File: src/rtl/car_counter_pkg.sv
// Shared constants and types for the parking-lot occupancy counter.
package car_counter_pkg;

  // Default counter width and saturation ceiling.
  localparam int COUNT_W_DEF   = 3;
  localparam int MAX_COUNT_DEF = (1 << COUNT_W_DEF) - 1;

  // Per-cycle update decision for the occupancy counter.
  typedef enum logic [1:0] {
    HOLD = 2'd0,
    INC  = 2'd1,
    DEC  = 2'd2
  } upd_e;

endpackage

File: src/rtl/car_counter_edge_det.sv
// Rising-edge detector for one gate sensor.
// Optional 2-flop synchronizer enabled by the CAR_COUNTER_SYNC_EN macro.
module car_counter_edge_det (
  input  logic clk,
  input  logic reset,
  input  logic sig_i,
  output logic rise_o
);

  logic cur;     // sensor level as seen by the edge detector
  logic prev_d;
  logic prev_q;

`ifdef CAR_COUNTER_SYNC_EN
  logic sync1_d, sync1_q;
  logic sync2_d, sync2_q;

  // Synchronizer next-state: shift the raw level through two stages.
  always_comb begin
    sync1_d = sig_i;
    sync2_d = sync1_q;
  end

  // Synchronizer flops, cleared on reset so a held sensor reads as a new edge.
  always_ff @(posedge clk or posedge reset) begin
    if (reset) begin
      sync1_q <= 1'b0;
      sync2_q <= 1'b0;
    end else begin
      // NOTE: non-blocking assignments let every flop sample pre-edge values,
      // which is what makes the two stages a real shift chain.
      sync1_q <= sync1_d;
      sync2_q <= sync2_d;
    end
  end

  assign cur = sync2_q;
`else
  // Inputs are already synchronous to clk; edge-detect the raw level.
  assign cur = sig_i;
`endif

  // Previous-level next-state: track the detector's current level.
  always_comb begin
    prev_d = cur;
  end

  // Previous-level register.
  always_ff @(posedge clk or posedge reset) begin
    if (reset) prev_q <= 1'b0;
    else       prev_q <= prev_d;
  end

  // One-cycle pulse per 0->1 transition.
  assign rise_o = cur & ~prev_q;

endmodule

File: src/rtl/car_counter.sv
// Parking-lot occupancy counter: saturating count of cars inside.
// Define CAR_COUNTER_SYNC_EN to add a 2-flop synchronizer on each sensor.
module car_counter
  import car_counter_pkg::*;
#(
  parameter int COUNT_W   = COUNT_W_DEF,
  parameter int MAX_COUNT = (1 << COUNT_W) - 1
) (
  input  logic               clk,
  input  logic               reset,
  input  logic               carIn,
  input  logic               carOut,
  output logic [COUNT_W-1:0] counter
);

  localparam logic [COUNT_W-1:0] MAX_V = COUNT_W'(MAX_COUNT);

  logic               in_p;
  logic               out_p;
  upd_e               upd;
  logic [COUNT_W-1:0] counter_d;
  logic [COUNT_W-1:0] counter_q;

  car_counter_edge_det u_in_det (
    .clk    (clk),
    .reset  (reset),
    .sig_i  (carIn),
    .rise_o (in_p)
  );

  car_counter_edge_det u_out_det (
    .clk    (clk),
    .reset  (reset),
    .sig_i  (carOut),
    .rise_o (out_p)
  );

  // Decide the counter update; saturation turns a blocked step into HOLD.
  always_comb begin
    // NOTE: assigning a default first guarantees every path drives upd,
    // so no latch is inferred.
    upd = HOLD;
    if (in_p && !out_p && (counter_q < MAX_V)) upd = INC;
    else if (out_p && !in_p && (counter_q != '0)) upd = DEC;
  end

  // Apply the decision to form the next count.
  always_comb begin
    counter_d = counter_q;
    unique case (upd)
      INC:     counter_d = counter_q + 1'b1;
      DEC:     counter_d = counter_q - 1'b1;
      default: counter_d = counter_q;
    endcase
  end

  // Occupancy register.
  always_ff @(posedge clk or posedge reset) begin
    if (reset) counter_q <= '0;
    else       counter_q <= counter_d;
  end

  assign counter = counter_q;

endmodule

File: config.mk
export PLATFORM = sky130hd
export DESIGN_NAME = car_counter
export DESIGN_NICKNAME = d
export VERILOG_FILES = /design/src/rtl/car_counter_pkg.sv /design/src/rtl/car_counter_edge_det.sv /design/src/rtl/car_counter.sv
export SDC_FILE = /design/constraint.sdc
export NUM_CORES = 1
export LEC_CHECK = 0
export CORE_AREA = 2 2 39 41
export DETAILED_ROUTE_END_ITERATION = 16
export DIE_AREA = 0 0 41 43
export GPL_TIMING_DRIVEN = 1
export SYNTH_ARGS = -nofsm -noshare
export SYNTH_HDL_FRONTEND = slang
export SYNTH_SLANG_ARGS = --single-unit
File: constraint.sdc
create_clock -name clk -period 2.9 [get_ports clk]
set_input_delay 0.58 -clock clk [delete_from_list [all_inputs] [get_ports clk]]
set_output_delay 0.58 -clock clk [all_outputs]
set_load 0.02 [all_outputs]
==> reports/summary.txt <==
Adder-cell area share of the yosys netlist -> 5.69%
Detailed Routing Iterations Pass 1 -> 2
HP Class -> input port to asynchronous set/reset pin
Post-CTS Setup Bufs -> 0
Most frequent CP cell -> a21o_1
DP Wirelength -> 534 um
CP Class -> input port to flop
FMAX -> 426 MHz
Hold Buf Count CTS -> 0
Placed Instance Area -> 432 um2
Nets@finish -> 54
CTS max path bufs -> 2
Largest family of logic cells by synthesized area -> simple AND/OR/NAND/NOR gates
Tmin final -> 2.35 ns
Placeable Area -> 1380 um2
Critical Path AT -> 2.45 ns
Final period util -> 81.0%
Unique masters post-synth -> 22
Post-synthesis cell count -> 38
Cell Area, Synth -> 352 um2
I/O pin cnt -> 7
CP endpoint kind -> flop
FP Rows -> 14
#FFs+latches synth -> 5
DRC -> 0
First-pass GRT wire length -> 1210 um
Warnings, synthesis -> 0
Vias in the first global route -> 283
Synth Area in XOR/XNOR -> 0%
Power Density -> 973 nW/um2
Vias per std cell -> 4.81
Static leakage -> 0.194 nW
Vias -> 308
H-tree levels -> 1
Root Driver -> clkbuf_4
Maximum vdd drop -> 0.408 mV
Compound-Gate Fraction of Synth Area -> 23.8%
Area Overhead vs Synth -> 30.2%
Pin count of the biggest net entering global routing -> 8
RSZ-0062 raised after global routing -> no
Mux contribution to synthesized area -> 2.85%
Post-route ant nets -> 0
ANT cells -> 0
Fillers -> 151
I/O Buffers -> 6
Max incr delay on CP -> 0.50 ns
Register area share after synthesis -> 35.6%
Total gr overflow -> 0
CTS tree -> done
Post-Route WL -> 667 um
DR WL/cell -> 10.4 um
Final setup fails -> 0
Final Skew -> 0.00238 ns
GRT Overall Usage -> 10.1%
DIE AREA -> 1760 um2
Layout cells sized above 1 -> 16.7%
Critical Path RT -> 3.00 ns
Slowest stage cell, crit path -> clkdlybuf4s50_1
Final instance area -> 458 um2
Crit start category -> input port
Least-Margin Pin Slew -> 0.273 ns
Max Slew Vio Count -> 0
Initial Util -> 25.4%
Final Hold Violating Endpoints -> 0
Post-Synth Simple-Gate Area -> 28.8%
Synth Area per Inst -> 9.25 um2
Clk sinks -> 5
Crit path max fanout -> 6
Gp weighted congestion -> 0.793
Max-slew headroom -> 81.7%
Setup TNS -> 0 ns
Chip Width -> 41 um
Resize count post-CTS -> 0
Syn nets -> 43
CTS clk-pin slew, worst paths -> 0.04 ns
DRT iter0 DRCs -> 2
Worst-Skew Late Latency -> 0.23 ns
CP Cell Sequence -> clkdlybuf4s50_1, and2b_2, nand2_1, a21o_1, fa_1, nor4_1, a21o_1, a221oi_2
Total CTS buffers -> 3
Status -> finished clean
Antenna violations before repair -> 0
Max-Cap Viols -> 0
Die H -> 43 um
==> cell usage after synthesis <==
library cell  count  share of area (%)
a211oi_1          1                2.1
a21o_1            2                4.3
a21oi_1           4                5.7
a221oi_2          1                4.3
a22o_1            1                2.5
and2b_2           1                2.5
dfrtp_1           5                 36
fa_1              1                5.7
inv_1             3                3.2
mux2i_1           1                2.8
nand2_1           2                2.1
nand2b_1          1                1.8
nand3_1           1                1.4
nor2_1            3                3.2
nor2_4            1                3.2
nor2b_1           2                3.6
nor3_1            3                4.3
nor4_1            1                1.8
o221a_2           1                3.2
o22ai_1           1                1.8
or2b_4            1                3.2
or3_1             1                1.8
==> stage by stage <==
stage,hold slack (ns),util (%),cells,setup slack (ns),total power (W)
3_3_place_gp,0.597,31.2,60,0.336,0.000367
2_1_floorplan,0.359,-,38,0.871,0.000293
4_1_cts,0.537,33.1,64,0.563,0.000452
6_report,0.540,33.1,64,0.552,0.000445
3_5_place_dp,0.592,31.2,60,0.312,0.000370
5_1_grt,0.577,33.1,64,0.420,0.000486
==> layer usage <==
layer  vias to the layer above  part of all wire (%)  GRT usage, %
met1                       138                    50          14.6
li1                        162                     -             -
met5                         -                     0             0
met2                         8                    46          12.8
met4                         0                     0          4.00
met3                         0                   3.9          4.71
==> where the power goes <==
group          switching (W)  internal, W
Clock              0.0000252    0.0000518
Combinational       0.000124     0.000116
Sequential         0.0000356    0.0000932
==> kinds of logic (layout without fill, tap and decap cells) <==
kind of cell | Yosys count | after routing
DFF | 5 | 5
muxes | 1 | 1
AOI/OAI and AO/OA | 11 | 11
and+or+nand+nor | 17 | 17
adders and majority gates | 1 | 1
buffers and inverters | 3 | 13
==> state kept, by name (all words and copies together), names as in the netlist <==
register          flops
counter               3
u_out_det.prev_q      1
u_in_det.prev_q       1
==> final timing paths <==
path	from	to	slack, ns	cells past startpoint
max in group asynchronous	reset	counter[2]	2.19	2
worst min-delay path	reset	counter[0]	0.54	2
min in group clk	counter[2]	counter[2]	0.60	1
worst min register to register	counter[2]	counter[2]	0.60	1
worst max-delay path	carOut	counter[2]	0.55	8
worst max register to register	u_out_det.prev_q	counter[2]	0.99	7
==> placed cells by master, fill, tap and decap left out <==
cell type | netlist | routed
mux2i_1 | 1 | 1
inv_1 | 3 | 3
a221oi_2 | 1 | 1
fa_1 | 1 | 1
nor2b_1 | 2 | 2
a211oi_1 | 1 | 1
nand2_1 | 2 | 2
nor2_1 | 3 | 3
dfrtp_1 | 5 | 5
o221a_2 | 1 | 1
clkbuf_1 | 0 | 1
or2b_4 | 1 | 1
o22ai_1 | 1 | 1
nor3_1 | 3 | 3
nand2b_1 | 1 | 1
clkdlybuf4s50_1 | 0 | 6
a22o_1 | 1 | 1
a21o_1 | 2 | 2
or3_1 | 1 | 1
nor4_1 | 1 | 1
nand3_1 | 1 | 1
a21oi_1 | 4 | 4
clkbuf_4 | 0 | 3
and2b_2 | 1 | 1
nor2_4 | 1 | 1
==> worst max-delay path: cells and delay by family <==
family	cells	cell delay (ns)
adders and majority gates	1	0.45
AOI/OAI and AO/OA	3	0.35
and+or+nand+nor	3	0.57
buffers and inverters	1	0.50
==> cell type report <==
| type | instances | area [um2] | area share (%) |
|---|---|---|---|
| clock buffer | 4 | 26.3 | 5.74 |
| inverter | 3 | 11.3 | 2.46 |
| multi-input combinational | 30 | 215 | 47.0 |
| sequential | 5 | 125 | 27.3 |
| tap | 16 | 20.0 | 4.37 |
| timing repair buffer | 6 | 60.1 | 13.1 |
Power figures use the tool's default switching activity.
